**src/rtl/button_event_ctrl.sv**
```systemverilog
// rtl/button_event_ctrl.sv - SHORT/LONG/DOUBLE button gesture classifier with one-deep event register
// Optional feature: BTN_EVENT_DOUBLE_EN builds DOUBLE detection (WAIT_SECOND / SECOND_PRESSED).
module button_event_ctrl #(
  parameter int unsigned clock_freq      = 100_000_000,
  parameter int unsigned long_press_ms   = 1000,
  parameter int unsigned double_click_ms = 300,
  parameter logic        initial_value   = 1'b0
) (
  input  logic       clk,
  input  logic       rst,
  input  logic       btn_i,
  output logic       event_valid_o,
  output logic [1:0] event_code_o,
  input  logic       event_ready_i,
  output logic       overrun_o
);

  localparam int unsigned PRESC_MAX = clock_freq / 1000 - 1;
  localparam int unsigned PW        = (PRESC_MAX > 0) ? $clog2(PRESC_MAX + 1) : 1;
`ifdef BTN_EVENT_DOUBLE_EN
  localparam int unsigned MS_MAX    = (long_press_ms > double_click_ms) ? long_press_ms : double_click_ms;
`else
  localparam int unsigned MS_MAX    = long_press_ms;
`endif
  localparam int unsigned MW        = $clog2(MS_MAX + 1);

  localparam logic [PW-1:0] PRESC_LAST = PW'(PRESC_MAX);
  localparam logic [MW-1:0] MS_SAT     = MW'(MS_MAX);
  localparam logic [MW-1:0] LONG_LAST  = MW'(long_press_ms - 1);
`ifdef BTN_EVENT_DOUBLE_EN
  localparam logic [MW-1:0] DBL_LAST   = MW'(double_click_ms - 1);
`endif

  localparam logic [1:0] CODE_SHORT  = 2'b01;
  localparam logic [1:0] CODE_LONG   = 2'b10;
`ifdef BTN_EVENT_DOUBLE_EN
  localparam logic [1:0] CODE_DOUBLE = 2'b11;
`endif

  typedef enum logic [2:0] {
    S_HOLD_OFF,
    S_IDLE,
    S_PRESSED,
`ifdef BTN_EVENT_DOUBLE_EN
    S_WAIT_SECOND,
    S_SECOND_PRESSED,
`endif
    S_LONG_HELD
  } state_t;

  state_t        state_q, state_d;
  logic [PW-1:0] presc_q, presc_d;
  logic [MW-1:0] ms_cnt_q, ms_cnt_d;
  logic          valid_q, valid_d;
  logic [1:0]    code_q, code_d;
  logic          overrun_q, overrun_d;

  logic          active;
  logic          ms_tick;
  logic          long_hit;
  logic          emit;
  logic [1:0]    emit_code;
  logic          load;

  assign active   = (btn_i != initial_value);
  assign ms_tick  = (presc_q == PRESC_LAST);
  // Timers fire on the tick that would carry ms_cnt up to the limit, so the
  // event edge lands exactly limit*clock_freq/1000 cycles after state entry.
  assign long_hit = ms_tick && (ms_cnt_q == LONG_LAST);

  always_comb begin
    state_d   = state_q;
    emit      = 1'b0;
    emit_code = 2'b00;
    case (state_q)
      S_HOLD_OFF: begin
        if (!active) state_d = S_IDLE;
      end
      S_IDLE: begin
        if (active) state_d = S_PRESSED;
      end
      S_PRESSED: begin
        if (long_hit) begin
          emit      = 1'b1;
          emit_code = CODE_LONG;
          state_d   = S_LONG_HELD;
        end else if (!active) begin
`ifdef BTN_EVENT_DOUBLE_EN
          state_d   = S_WAIT_SECOND;
`else
          emit      = 1'b1;
          emit_code = CODE_SHORT;
          state_d   = S_IDLE;
`endif
        end
      end
      S_LONG_HELD: begin
        if (!active) state_d = S_IDLE;
      end
`ifdef BTN_EVENT_DOUBLE_EN
      S_WAIT_SECOND: begin
        if (active) begin
          state_d = S_SECOND_PRESSED;
        end else if (ms_tick && (ms_cnt_q == DBL_LAST)) begin
          emit      = 1'b1;
          emit_code = CODE_SHORT;
          state_d   = S_IDLE;
        end
      end
      S_SECOND_PRESSED: begin
        if (!active) begin
          emit      = 1'b1;
          emit_code = CODE_DOUBLE;
          state_d   = S_IDLE;
        end
      end
`endif
      default: state_d = S_HOLD_OFF;
    endcase
  end

  always_comb begin
    presc_d  = '0;
    ms_cnt_d = '0;
    if (state_d == state_q) begin
      presc_d  = ms_tick ? '0 : presc_q + PW'(1);
      ms_cnt_d = ms_cnt_q;
      if (ms_tick && (ms_cnt_q != MS_SAT)) ms_cnt_d = ms_cnt_q + MW'(1);
    end
  end

  // A held event that is being accepted this cycle frees the slot for a new one.
  assign load = emit && (!valid_q || event_ready_i);

  always_comb begin
    valid_d   = valid_q;
    code_d    = code_q;
    overrun_d = overrun_q;
    if (load) begin
      valid_d = 1'b1;
      code_d  = emit_code;
    end else if (valid_q && event_ready_i) begin
      valid_d = 1'b0;
    end
    if (emit && !load) overrun_d = 1'b1;
  end

  always_ff @(posedge clk) begin
    if (rst) begin
      state_q   <= S_HOLD_OFF;
      presc_q   <= '0;
      ms_cnt_q  <= '0;
      valid_q   <= 1'b0;
      code_q    <= 2'b00;
      overrun_q <= 1'b0;
    end else begin
      state_q   <= state_d;
      presc_q   <= presc_d;
      ms_cnt_q  <= ms_cnt_d;
      valid_q   <= valid_d;
      code_q    <= code_d;
      overrun_q <= overrun_d;
    end
  end

  assign event_valid_o = valid_q;
  assign event_code_o  = code_q;
  assign overrun_o     = overrun_q;

endmodule

```
**config.mk**
```make
export PLATFORM = sky130hd
export DESIGN_NAME = button_event_ctrl
export DESIGN_NICKNAME = d
export VERILOG_FILES = /design/src/rtl/button_event_ctrl.sv
export SDC_FILE = /design/constraint.sdc
export NUM_CORES = 1
export LEC_CHECK = 0
export BUFFER_PORTS_ARGS = -buffer_cell sky130_fd_sc_hd__clkbuf_2
export CORE_MARGIN = 4
export CORE_UTILIZATION = 45
export CTS_BUF_LIST = sky130_fd_sc_hd__clkbuf_4 sky130_fd_sc_hd__clkbuf_8
export CTS_CLUSTER_DIAMETER = 80
export CTS_CLUSTER_SIZE = 10
export DETAILED_ROUTE_END_ITERATION = 8
export REMOVE_ABC_BUFFERS = 1
export SLEW_MARGIN = 40
export SYNTH_ARGS = -nofsm -noshare
export SYNTH_HDL_FRONTEND = slang
export SYNTH_SLANG_ARGS = --single-unit
```
**constraint.sdc**
```tcl
create_clock -name clk -period 1.96 [get_ports clk]
set_input_delay 0.196 -clock clk [delete_from_list [all_inputs] [get_ports clk]]
set_output_delay 0.196 -clock clk [all_outputs]
set_load 0.02 [all_outputs]
```
==> flow_metrics.tcl, run 1 <==
set metrics [dict create \
    drtPass1Iterations 4 \
    mappedNetlistArea_mm2 0.00157 \
    rr_startpoint "presc_q[0]$_SDFF_PP0_" \
    clockRootBuffer "clkbuf_4" \
    dp_slack_ns 0.108 \
    worstSetupPathType "reg2reg" \
    layout_commonest_cell "dfxtp_1" \
    hold_start "rst" \
    worstSetupEndpointType "flip-flop" \
    max-cap-violations 0 \
    period_needed_ns 1.85 \
    initial_core_util_pct 46.8 \
    synth_seq_cells 34 \
    worstReg2RegEnd "ms_cnt_q[9]$_SDFFE_PP0P_" \
    yosysSeqAreaShare_pct 43.3 \
    layout.nets 206 \
    slew_headroom_pct 61.3 \
    synthSimpleGateAreaFrac_pct 31.8 \
    numPlacedInstances 237 \
    grt.total_usage_pct 15.8 \
    ir_worst_vdd_uv 417 \
    finClkSkew_ns 0.00409 \
    fin_crit_sh_pct 94.6 \
    worstMarginPinSlew_ns 0.576 \
    grt_max_degree 11 \
    synth_top_family_by_area "simple AND/OR/NAND/NOR gates" \
    synthArstFlopShare_pct 0 \
    portBuffers 7 \
    min_to "event_code_o[1]$_SDFFE_PP0P_" \
    synth_edf_count 0 \
    crit_fanout 10 \
    p_leak_nw 0.594 \
    hp-class "in2reg" \
    crit_start "presc_q[0]$_SDFF_PP0_" \
    antenna_found_initial 0 \
    arrival_ns 2.08 \
    final_core_util_pct 51.8 \
    n_antenna_cell 0 \
    crit_path_start_kind "flip-flop" \
    htreeDepth 2 \
    tns_ns 0 \
    synth_compound_area_share_pct 4.93 \
    cts-hold-fix-buffers 0 \
    setup_ws_ns 0.105 \
    cp.required_ns 2.18 \
    min_path_cells 2 \
    cts_tree "yes" \
    power.density_mw_per_mm2 622 \
    fp.dieW_um 67.1 \
    drive_above_1_share_pct 13.1 \
    max_freq_mhz 539 \
    mostFrequentLayoutCells "dfxtp_1, nor2_1, nand2_1" \
    rows 21 \
    grt_pass1_wl_mm 5.26 \
    area_growth_pct 10.7 \
    clk_latency_ns 0.32 \
    grt.overflow.total 0 \
    die_h_um 67.1 \
    drtIter0Drc 45 \
    p_total_mw 1.08 \
    wl_mm 2.99 \
    core_area_mm2 0.00336 \
    synth_xor_area_share_pct 13.4 \
    rsz0062_at_grt "yes" \
    drc 0 \
    drt-wirelength-per-cell_um 12.3 \
    ys_types 35 \
    finalSetupViolCount 0 \
    vias_per_cell 5.10 \
    cts_sinks 34 \
    ant_nets 0 \
    clk_pin_slew_ns 0.09 \
    yosysWarnings 0 \
    synth.area.mux_share_pct 0 \
    dpl.hpwl_mm 2.28 \
    place.gp.congestion 0.851 \
    num_vias 1244 \
    cts_made_buffers 5 \
    fin_cells 244 \
    clock_path_buffers 2 \
    dieArea_mm2 0.00451 \
    outcome "complete, no violations" \
    r2r_slack_ns 0.11 \
    finalHoldViolCount 0 \
    synth_fa_ha_area_share_pct 2.39 \
    reg2regPathDepth 7 \
    avgSynthCellArea_um2 8.74 \
    synth_ff_type "dfxtp_1" \
    grt_pass1_vias 1214 \
    finalMaxSlewViolations 0 \
    synth_cells 180 \
    io-pin-count 8 \
]
critical path, stage by stage, from the launching register on:
cell     delay [ns]
dfxtp_1        0.38
ha_1           0.19
and4_2         0.28
nand4_1        0.12
buf_4          0.20
nor4_1         0.37
xnor2_1        0.16
nor2_1         0.05
per-layer routing:
| metal | GRT usage, % | up-vias | share of wire, % |
|---|---|---|---|
| met5 | 0 | - | 0 |
| met3 | 5.56 | 6 | 3.4 |
| met1 | 18.6 | 570 | 46 |
| li1 | - | 653 | - |
| met2 | 25.6 | 15 | 48 |
| met4 | 7.34 | 0 | 1.9 |
per-stage QoR:
stage          cell area (um2)  hold slack (ns)
5_1_grt                   1740           0.0977
6_report                  1740            0.122
2_1_floorplan             1540            0.265
4_1_cts                   1730           0.0971
3_5_place_dp              1680            0.447
3_3_place_gp              1680            0.435
where the power goes:
group | internal [mW] | switching [mW]
Combinational | 0.0103 | 0.0176
Sequential | 0.694 | 0.00368
Clock | 0.161 | 0.197
Total | 0.865 | 0.219
kinds of logic after synthesis:
| logic type | Yosys count |
|---|---|
| and+or+nand+nor | 94 |
| adders and majority gates | 3 |
| other | 1 |
| DFF | 34 |
| xor gates and xnor gates | 24 |
| AOI/OAI and AO/OA | 14 |
| buffers and inverters | 10 |
cell usage after synthesis (2+ instances only):
cell,instances,share of area [%]
nand3_1,9,2.9
inv_1,7,1.7
nor4_1,6,2.4
nor2_1,30,7.2
nor3_1,6,1.9
nand2b_1,2,0.80
and3_1,3,1.2
xor2_1,11,6.1
o21ai_0,5,1.6
nor2b_1,2,0.80
and4b_1,2,1.3
nand2_1,16,3.8
dfxtp_1,34,43
ha_1,3,2.4
nor4b_1,2,1.1
nand4_1,5,2.0
a21oi_1,6,1.9
xnor2_1,13,7.2
and4_1,2,1.1
worst max-delay path by stage:
stage / endpoint / slack (ns) / depth (start not counted)
after global routing: ms_cnt_q[9]$_SDFFE_PP0P_ / -0.005 / 7
final: ms_cnt_q[9]$_SDFFE_PP0P_ / 0.11 / 7
after floorplan: ms_cnt_q[2]$_SDFFE_PP0P_ / -0.02 / 6
after global placement: ms_cnt_q[2]$_SDFFE_PP0P_ / 0.17 / 6
after detailed placement: ms_cnt_q[9]$_SDFFE_PP0P_ / 0.11 / 7
after CTS: ms_cnt_q[9]$_SDFFE_PP0P_ / 0.06 / 7
timing repair:
| action | CTS | global route |
|---|---|---|
| endpoints found under the setup margin | 0 | 16 |
| buffers inserted | 0 | 1 |
| gates resized for setup | 0 | 1 |
| endpoints found under the hold margin | 0 | 0 |
state kept, by name (all words and copies together) (netlist names):
signal	flops
presc_q	17
ms_cnt_q	10
state_q	3
event_code_o	2
event_valid_o	1
overrun_o	1
final cells by class:
cell class,instances,area (um2)
flip-flops and latches,34,681
inverters,7,26.3
well taps,46,57.6
clock buffers,6,51.3
fillers,347,1620
multi-input cells,136,831
repair buffers,15,95.1
No activity file was read; power rests on OpenSTA's default activity.
==> inputs of run 2 (changes only) <==
Settings changed: CELL_PAD_IN_SITES_DETAIL_PLACEMENT from default to 1, CELL_PAD_IN_SITES_GLOBAL_PLACEMENT from default to 1, PLACE_DENSITY_LB_ADDON from default to 0.05.
==> run 2 against run 1 <==
Compared with the run above:
- clock skew is 0.0055 ns higher
- combinational power is 2% higher
- sequential share of layout area hardly changed
- count of clock-buffer cells in the layout is 1 higher
- total power is 6.3% higher
- register-to-register slack better by 0.03 ns
- cell count stayed put
- via count is 2.8% higher
- critical endpoint is now ms_cnt_q[7]$_SDFFE_PP0P_
- largest cell class unchanged
==> flow_metrics.tcl, run 2 (same netlist as run 1, synthesis figures left out) <==
set metrics [dict create \
    outcome "complete, no violations" \
    power.density_mw_per_mm2 656 \
    dieArea_mm2 0.00451 \
    num_vias 1279 \
    drc 0 \
    worstMarginPinSlew_ns 0.574 \
    min_path_cells 2 \
    clock_path_buffers 2 \
    ir_worst_vdd_uv 457 \
    period_needed_ns 1.83 \
    critPathMaxStageDelay_ns 0.38 \
    place.gp.congestion 0.804 \
    largest_reg_flops 17 \
    final_area_mm2 0.00176 \
    cp_top_family "simple AND/OR/NAND/NOR gates" \
    clockRootBuffer "clkbuf_4" \
    crit_start "presc_q[1]$_SDFF_PP0_" \
    fp.dieW_um 67.1 \
    p_total_mw 1.15 \
    cp.required_ns 2.21 \
    drtIter0Drc 86 \
    grt.overflow.total 0 \
    portBuffers 7 \
    fin_cells 244 \
    place_area_mm2 0.00167 \
    cts_tree "yes" \
    max-cap-violations 0 \
    finalMaxSlewViolations 0 \
    numPlacedInstances 235 \
    area_growth_pct 11.7 \
    antenna_found_initial 0 \
    max_freq_mhz 547 \
    grt_pass1_wl_mm 6.04 \
    finalSetupViolCount 0 \
    rr_startpoint "presc_q[1]$_SDFF_PP0_" \
    tns_ns 0 \
    worstReg2RegEnd "ms_cnt_q[7]$_SDFFE_PP0P_" \
    die_h_um 67.1 \
    reg_top3 "presc_q: 17 flops, ms_cnt_q: 10 flops, state_q: 3 flops" \
    top_register "presc_q" \
    finClkSkew_ns 0.00964 \
    p_leak_nw 0.594 \
    vias_per_cell 5.24 \
    finalHoldViolCount 0 \
    io-pin-count 8 \
    n_antenna_cell 0 \
    drtPass1Iterations 4 \
    crit_end "ms_cnt_q[7]$_SDFFE_PP0P_" \
    final_core_util_pct 52.2 \
    arrival_ns 2.08 \
    clk_pin_slew_ns 0.11 \
    worstSetupEndpointType "flip-flop" \
    setup_ws_ns 0.132 \
    cts_made_buffers 5 \
    clk_latency_ns 0.34 \
    cts_sinks 34 \
    crit_fanout 10 \
    reg2regPathDepth 7 \
    grt.total_usage_pct 17.7 \
    drt-wirelength-per-cell_um 14.2 \
    mostFrequentLayoutCells "nor2_1, dfxtp_1, nand2_1" \
    grt_max_degree 11 \
    r2r_slack_ns 0.13 \
    core_area_mm2 0.00336 \
    initial_core_util_pct 46.8 \
    hp-class "in2reg" \
    drive_above_1_share_pct 16.2 \
    rows 21 \
    cp_slowest_cell "dfxtp_1" \
    layout.nets 204 \
    critPathBufInv 1 \
    rsz0062_at_grt "no" \
    grt_pass1_vias 1327 \
    cp.depth 7 \
    worstSetupPathType "reg2reg" \
    slew_headroom_pct 61.5 \
    fin_crit_sh_pct 93.3 \
    dp_slack_ns 0.0914 \
    wl_mm 3.47 \
    worstPathCellList "ha_1 -> and4_2 -> nand4_1 -> buf_4 -> nor4_1 -> xnor2_1 -> nor2_1" \
    holdWs_ns 0.106 \
    crit_path_start_kind "flip-flop" \
    ant_nets 0 \
    htreeDepth 2 \
    dpl.hpwl_mm 2.65 \
]
==> run 2: what timing repair did <==
action	4_1_cts	5_1_grt
endpoints found under the setup margin	0	18
gates resized for setup	0	7
hold buffers	0	0
buffers inserted	0	1
==> run 2: metal layers <==
metal,GRT usage [%],vias up,wire [um]
li1,-,651,-
met1,21.4,616,1680
met2,29.7,5,1680
met3,4.22,7,64
met4,7.34,0,54
met5,0,-,0
==> run 2: worst register-to-register path, stage by stage (launching register included) <==
cell and delay, ns:
dfxtp_1 0.38, ha_1 0.18, and4_2 0.27, nand4_1 0.11
buf_4 0.21, nor4_1 0.38, xnor2_1 0.17, nor2_1 0.06
==> run 2: cell type report <==
class / count / area, um2
timing repair buffer: 13 / 80.1
multi-input combinational: 136 / 843
clock buffer: 7 / 58.8
sequential: 34 / 686
inverter: 7 / 26.3
fill: 441 / 1610
clock inverter: 1 / 5.00
tap: 46 / 57.6
==> run 2: worst min path at each step <==
stage                           startpoint                           end  slack (ns)
finish                                 rst        overrun_o$_SDFFE_PP0P_        0.11
global route                           rst    event_valid_o$_SDFFE_PP0P_        0.11
CTS                                    rst        overrun_o$_SDFFE_PP0P_        0.11
detailed placement  overrun_o$_SDFFE_PP0P_        overrun_o$_SDFFE_PP0P_        0.45
global placement    overrun_o$_SDFFE_PP0P_        overrun_o$_SDFFE_PP0P_        0.44
floorplan                              rst  event_code_o[1]$_SDFFE_PP0P_        0.27
==> run 2: report_power, final <==
group	internal (mW)	switching (mW)	total [mW]
clock network	0.188	0.238	0.426
logic	0.0102	0.0181	0.0284
registers	0.694	0.00380	0.698
